===== src/rtl/game_seq_ctrl.sv =====
// Round sequencer for the runner game: tick generation, BCD scoring, speed-up.
// Optional macro HISCORE_TRACK_EN enables best-score tracking on hi_score.
module game_seq_ctrl #(
  parameter int INIT_PERIOD = 400000,
  parameter int MIN_PERIOD  = 150000,
  parameter int PERIOD_STEP = 10000,
  parameter int SCORE_DIV   = 8
) (
  input  logic        clk,
  input  logic        rst,
  input  logic        start_key,
  input  logic        collide,
  output logic        game_tick,
  output logic        obj_rst,
  output logic [1:0]  game_state,
  output logic [15:0] score,
  output logic [15:0] hi_score
);

  // START shares game_state code 01 with RUN; 3-bit encoding keeps 2'b11 free
  typedef enum logic [2:0] {
    IDLE  = 3'b000,
    RUN   = 3'b001,
    OVER  = 3'b010,
    START = 3'b101
  } state_e;

  state_e      state_q, state_d;
  logic [19:0] cnt_q, cnt_d;
  logic [19:0] period_q, period_d;
  logic [7:0]  div_q, div_d;
  logic [15:0] score_q, score_d;
  logic        tick_q, tick_d;
  logic        objrst_q, objrst_d;
  logic [15:0] score_inc;

  function automatic logic [15:0] bcd_inc(input logic [15:0] s);
    logic [15:0] r;
    logic        c;
    r = s;
    c = 1'b1;
    for (int i = 0; i < 4; i++) begin
      if (c) begin
        if (s[4*i +: 4] == 4'd9) begin
          r[4*i +: 4] = 4'd0;
        end else begin
          r[4*i +: 4] = s[4*i +: 4] + 4'd1;
          c = 1'b0;
        end
      end
    end
    return r;
  endfunction

  assign score_inc = bcd_inc(score_q);

  always_comb begin
    state_d  = state_q;
    cnt_d    = cnt_q;
    period_d = period_q;
    div_d    = div_q;
    score_d  = score_q;
    tick_d   = 1'b0;
    objrst_d = 1'b0;
    case (state_q)
      IDLE, OVER: begin
        if (start_key) begin
          state_d  = START;
          objrst_d = 1'b1;
          cnt_d    = '0;
          div_d    = '0;
          score_d  = '0;
          period_d = 20'(INIT_PERIOD);
        end
      end
      // The START cycle counts toward the first period so the first tick
      // lands exactly period cycles after START.
      START: begin
        state_d = RUN;
        cnt_d   = 20'd1;
      end
      RUN: begin
        if (collide) begin
          state_d = OVER;
        end else if (cnt_q == period_q - 20'd1) begin
          cnt_d  = '0;
          tick_d = 1'b1;
          if (div_q == 8'(SCORE_DIV - 1)) begin
            div_d = '0;
            if (score_q != 16'h9999) begin
              score_d = score_inc;
              if (score_inc[7:0] == 8'h00) begin
                if ({1'b0, period_q} >= 21'(MIN_PERIOD + PERIOD_STEP))
                  period_d = period_q - 20'(PERIOD_STEP);
                else
                  period_d = 20'(MIN_PERIOD);
              end
            end
          end else begin
            div_d = div_q + 8'd1;
          end
        end else begin
          cnt_d = cnt_q + 20'd1;
        end
      end
      default: state_d = IDLE;
    endcase
  end

  always_ff @(posedge clk or posedge rst) begin
    if (rst) begin
      state_q  <= IDLE;
      cnt_q    <= '0;
      period_q <= 20'(INIT_PERIOD);
      div_q    <= '0;
      score_q  <= '0;
      tick_q   <= 1'b0;
      objrst_q <= 1'b0;
    end else begin
      state_q  <= state_d;
      cnt_q    <= cnt_d;
      period_q <= period_d;
      div_q    <= div_d;
      score_q  <= score_d;
      tick_q   <= tick_d;
      objrst_q <= objrst_d;
    end
  end

`ifdef HISCORE_TRACK_EN
  logic [15:0] hi_q;
  // Packed BCD orders the same as unsigned binary, so a plain compare works.
  always_ff @(posedge clk or posedge rst) begin
    if (rst)
      hi_q <= '0;
    else if (state_q == RUN && collide && score_q > hi_q)
      hi_q <= score_q;
  end
  assign hi_score = hi_q;
`else
  assign hi_score = 16'h0000;
`endif

  always_comb begin
    case (state_q)
      RUN, START: game_state = 2'b01;
      OVER:       game_state = 2'b10;
      default:    game_state = 2'b00;
    endcase
  end

  assign game_tick = tick_q;
  assign obj_rst   = objrst_q;
  assign score     = score_q;

endmodule


===== config.mk =====
export PLATFORM = sky130hd
export DESIGN_NAME = game_seq_ctrl
export DESIGN_NICKNAME = d
export VERILOG_FILES = /design/src/rtl/game_seq_ctrl.sv
export SDC_FILE = /design/constraint.sdc
export NUM_CORES = 1
export LEC_CHECK = 0
export ABC_AREA = 1
export CELL_PAD_IN_SITES_DETAIL_PLACEMENT = 1
export CELL_PAD_IN_SITES_GLOBAL_PLACEMENT = 2
export CORE_ASPECT_RATIO = 2
export CORE_MARGIN = 3
export CORE_UTILIZATION = 33
export DETAILED_ROUTE_END_ITERATION = 12
export GPL_TIMING_DRIVEN = 0
export PLACE_DENSITY_LB_ADDON = 0.05
export SYNTH_ARGS = -nofsm -noshare
export SYNTH_HDL_FRONTEND = slang
export SYNTH_SLANG_ARGS = --single-unit

===== constraint.sdc =====
create_clock -name clk -period 3.1 [get_ports clk]
set_clock_uncertainty 0.15 [all_clocks]
set_input_delay 0.31 -clock clk [delete_from_list [all_inputs] [get_ports clk]]
set_output_delay 0.31 -clock clk [all_outputs]
set_load 0.1 [all_outputs]

==> After elaboration in Yosys (flattened, before gate mapping) <==
Index checks and enable logic that the tools add are counted.
{ "word_totals": {"mem_bits_ro": 0, "latchBits": 0, "mem_bits_rw": 0, "regBits": 69, "n_memories": 0, "output_inout_bits": 36} }
{ "op_classes": {"n_mul": 0, "n_eq_ne": 19, "n_div": 0, "n_reduce_logical": 13, "n_shift": 0, "bitwise": 0, "order_cmp": 1, "add_sub_neg": 8, "muxes": 44} }
{ "op_table": {"columns": ["cell", "count"], "rows": [
  ["$mux 20", 10],
  ["$mux 16", 5],
  ["$pmux 20 s3", 1],
  ["$pmux 20 s2", 1],
  ["$mux 8", 4],
  ["$pmux 16 s2", 1],
  ["$mux 4", 7],
  ["$reduce_and 7->1", 3],
  ["$add 20x1->20 const B", 1],
  ["$eq 20x20->1", 1],
  ["$ge 20x18->1 const B", 1],
  ["$sub 20x1->20 const B", 1],
  ["$sub 20x14->20 const B", 1],
  ["$ne 2x2->1 const B", 9],
  ["$add 4x1->4 const B", 4],
  ["$eq 4x4->1 const B", 4],
  ["$ne 16x16->1 const B", 1],
  ["$pmux 8 s2", 1],
  ["$mux 1", 10],
  ["$pmux 3 s3", 1],
  ["$add 8x1->8 const B", 1],
  ["$eq 8x3->1 const B", 1],
  ["$logic_not 8->1", 1],
  ["$mux 3", 2],
  ["other kinds (12)", 13]
]} }

==> Logic depth before layout (Yosys ltp) <==
{ "logic_depth": {"depth_word": 10, "mapped_depth": 18} }

==> Worst setup path after synthesis <==
OpenSTA, ideal clock, no wires.
{ "synth_timing": {"path_type": "reg-to-reg", "startpoint": "reg score_q[0], in the netlist score[0]", "endpoint": "reg period_q[8]", "n_path_buf": 1, "stages_incl_launch_ff": 14, "synth_period_minus_slack_ps": 2985, "path_slack_ps": 115, "t_arrival_ps": 2718, "setup_ps": 117, "cell_sequence": "dfrtp_1 -> ha_1 -> nand2_1 -> nor2_2 -> nand3_1 -> xor2_1 -> nand2_1 -> nor2_1 -> nand3_1 -> a21oi_2 -> nand3_4 -> buf_6 -> nand2_1 -> nand2_1"} }
{ "synth_between": {"elab_chain_cells": 6, "elab_cells_between_ends": 10, "classes_between": "1 x add/sub; 4 x eq/ne; 3 x mux; 2 x reduce/logical"} }
{ "synth_rtl": {"columns": ["item", "line_no", "rtl"], "rows": [
  ["start: declaration", "32", "logic [15:0] score_q, score_d;"],
  ["start signal: assignment", "124", "score_q <= score_d;"],
  ["parallel branches: the longest is 5 deep, another holds $add 4x1->4", null, null],
  ["$reduce_and 7->1 (no source line) (*)", null, null],
  ["end signal: assignment", "114", "period_q <= 20'(INIT_PERIOD);"],
  ["end signal: assignment", "122", "period_q <= period_d;"],
  ["end: declaration", "30", "logic [19:0] period_q, period_d;"]
]} }
Mark *: on every way between the ends.
A chain may end at the register's enable or synchronous reset.

==> Final worst setup path <==
{ "layout_timing": {"startpoint": "reg score_q[1], in the netlist score[1]", "endpoint": "reg period_q[5]"} }
Same word-level chain as after synthesis.

==> results.txt <==
hold_buf cts = 0
crit path max fanout = 10
Least-Margin Pin Slew = 1.05 ns
hold slack = 0.341 ns
Final Hold Vio Count = 0
largest net degree at the start of global routing = 66
Pins Over Slew Limit = 0
register area share after synthesis = 34.3%
Final WS setup = 0.260 ns
synthesis-stage register bit count = 65
Slew headroom = 29.5%
required time at the worst-slack endpoint = 3.17 ns
routed vias/inst = 5.01
Syn Inst Count = 685
Ys Warns = 0
Die Y = 176 um
antenna-violating nets left = 0
critical path arrival = 2.91 ns
DRC = 0
worst setup path category = flop to flop
Placed Instance Area = 0.00529 sq mm
Netlist Area Pre-Place = 0.00477 sq mm
reg-to-reg endpoint = period_q[5]
cts bufs inserted = 9
Port Buffers = 23
CTS max path bufs = 2
CTS tree = done
Core Region = 0.0140 sq mm
Netlist cell types = 40
drt wl/cell = 17.1 um
Cell Pwr Density = 967 mW/mm^2
CP Launch Type = flop
final instance area = 0.00557 sq mm
layout cell share with drive strength beyond 1 = 11.6%
RSZ-0062 raised after global routing = no
FFs w/ async S/R, synth = 100%
vias in the first global route = 5173
# rows = 61
number of flops mapped to enable cells by yosys = 0
Hold Path Class = flop to flop
Primary FF master, synth = dfrtp_1
Peak VDD IR = 0.504 mV
Overflow after GRT = 0
H-tree levels = 3
Final #Nets = 749
setup TNS = 0 ns
clock-pin slew on the worst setup and hold paths = 0.05 ns
min Tclk post-route = 2.84 ns
Die Area = 0.0160 sq mm
R2R setup slack = 0.26 ns
fin cells = 929
worst r2r src = score[1]
Critical Path End = period_q[5]
CP startpoint = score[1]
critical path endpoint category = flop
final setup vio count = 0
max frequency = 352 MHz
outcome = completed
TritonCTS Sinks = 65
Area Overhead vs Synth = 16.9%
1st-iter DRT viols = 118
final RePlAce weighted congestion = 0.807
via count = 4653
syn_area_per_cell = 6.96 sq um
Skew-Pair Late Insertion Delay = 0.34 ns
IO Pins = 40
number of fill cells = 1863
placed cells = 912
reg2reg path depth = 14
Tcrit/Tclk final = 91.6%
CTS Root Cell = clkbuf_16
final WL = 15.9 mm
Initial Util = 33.9%
global-route wire length before repair = 26.1 mm
Die Width = 91.0 um
Max-cap violations = 0
GRT Resource Usage Total = 20.7%
HPWL after DPL = 12.5 mm
pre-CTS WS = 0.255 ns
Pre-antenna DRT Iters = 4
# diodes = 0
leakage power total = 0.00275 uW
initial antenna violation count = 0
## cell type report
cell class / instances / area [sq um] / area share, %
Tap cell: 189 / 236 / 4.24
Clock inverter: 5 / 32.5 / 0.584
Clock buffer: 11 / 243 / 4.36
Buffer: 41 / 265 / 4.76
Timing Repair Buffer: 24 / 236 / 4.24
Multi-Input combinational cell: 530 / 2680 / 48.1
Sequential cell: 65 / 1630 / 29.3
Inverter: 64 / 243 / 4.36
## metal layers
layer	wire, um	vias to the layer above	GRT usage (%)
li1	-	2288	-
met1	5690	2278	19.9
met2	9380	59	42.5
met3	240	28	2.09
met4	573	0	9.76
met5	0	-	0
## per-stage QoR
stage          power, uW  utilization, %
3_5_place_dp        4470            37.7
3_3_place_gp        4420            37.7
2_1_floorplan       3510               -
5_1_grt             5810            39.7
6_report            5390            39.7
4_1_cts             5470            39.6
## worst min path at each step
| stage | startpoint | to | slack, ns | depth (start not counted) |
|---|---|---|---|---|
| 2_1_floorplan | collide | game_tick | 0.23 | 1 |
| 3_3_place_gp | period_q[7] | period_q[7] | 0.33 | 2 |
| 3_5_place_dp | period_q[7] | period_q[7] | 0.34 | 2 |
| 4_1_cts | period_q[7] | period_q[7] | 0.34 | 2 |
| 5_1_grt | period_q[7] | period_q[7] | 0.38 | 2 |
| 6_report | period_q[7] | period_q[7] | 0.34 | 2 |
## sequential cells by signal, indices dropped and copies added (netlist names)
signal     count
state_q        3
score         16
cnt_q         20
game_tick      1
div_q          8
obj_rst        1
period_q      16
## cell families (layout without fill, tap and decap cells)
kind of cell             count (synthesis)  in the layout  share of synthesized area [%]
AO/OA/AOI/OAI                           52             52                           6.22
other                                    1             16                         0.0787
AND/OR/NAND/NOR                        413            413                           39.0
XOR/XNOR                                39             39                           7.17
adder cells (fa/ha/maj)                 10             10                           2.63
buffers and inverters                  105            145                           10.6
flip-flops                              65             65                           34.3
## cells in the final DEF, fill, tap and decap left out, types with 3 or more instances in the layout
master | synthesis | routed
nand2_1 | 202 | 202
nor2_1 | 81 | 81
dfrtp_1 | 59 | 59
inv_1 | 59 | 58
nand4_1 | 48 | 48
nand3_1 | 39 | 39
a21oi_1 | 25 | 25
xor2_1 | 24 | 24
clkdlybuf4s50_1 | 0 | 22
buf_4 | 20 | 21
conb_1 | 1 | 16
xnor2_1 | 15 | 15
o21ai_0 | 15 | 15
nor3_1 | 12 | 12
buf_2 | 11 | 11
nor2_2 | 10 | 10
ha_1 | 10 | 10
clkbuf_16 | 0 | 9
clkbuf_1 | 7 | 8
dfstp_2 | 6 | 6
nand3_2 | 5 | 5
nand3b_1 | 4 | 4
inv_2 | 3 | 3
or2_2 | 3 | 3
buf_6 | 3 | 3
clkinvlp_4 | 0 | 3
## synthesized netlist by cell type (3+ instances only)
cell	count	area [sq um]
nand3_2	5	50.1
a21oi_1	25	125
buf_4	20	150
nand3_1	39	195
ha_1	10	125
nor3_1	12	60.1
nand2_1	202	758
nand4_1	48	300
xor2_1	24	210
o21ai_0	15	75.1
dfrtp_1	59	1480
xnor2_1	15	131
dfstp_2	6	158
buf_6	3	33.8
nor2_1	81	304
inv_1	59	221
or2_2	3	18.8
clkbuf_1	7	26.3
inv_2	3	11.3
buf_2	11	55.1
nor2_2	10	62.6
nand3b_1	4	30.0
## worst max-delay path, cell delays in order, from the launching register on
cell and delay [ns]:
dfrtp_1 0.42, inv_1 0.07, ha_1 0.13, nand2_1 0.06, nor2_2 0.24, inv_1 0.17, nand2_1 0.12, nand3_1 0.10
nor2_1 0.11, nand3_1 0.09, a21oi_2 0.50, nand3_4 0.21, buf_6 0.20, nand2_1 0.06, nand2_1 0.06
## power breakdown
| part | leakage [uW] | switching (uW) | internal [uW] |
|---|---|---|---|
| clock network | 0.000128 | 410 | 561 |
| registers | 0.000873 | 214 | 1040 |
| logic | 0.00175 | 2340 | 828 |
| total | 0.00275 | 2960 | 2430 |
## repair_timing
item | CTS | global route
pin swaps | 0 | 1
buffers inserted | 0 | 1
resized for setup | 1 | 0
endpoints found under the setup margin | 1 | 1
Power figures use the tool's default switching activity.
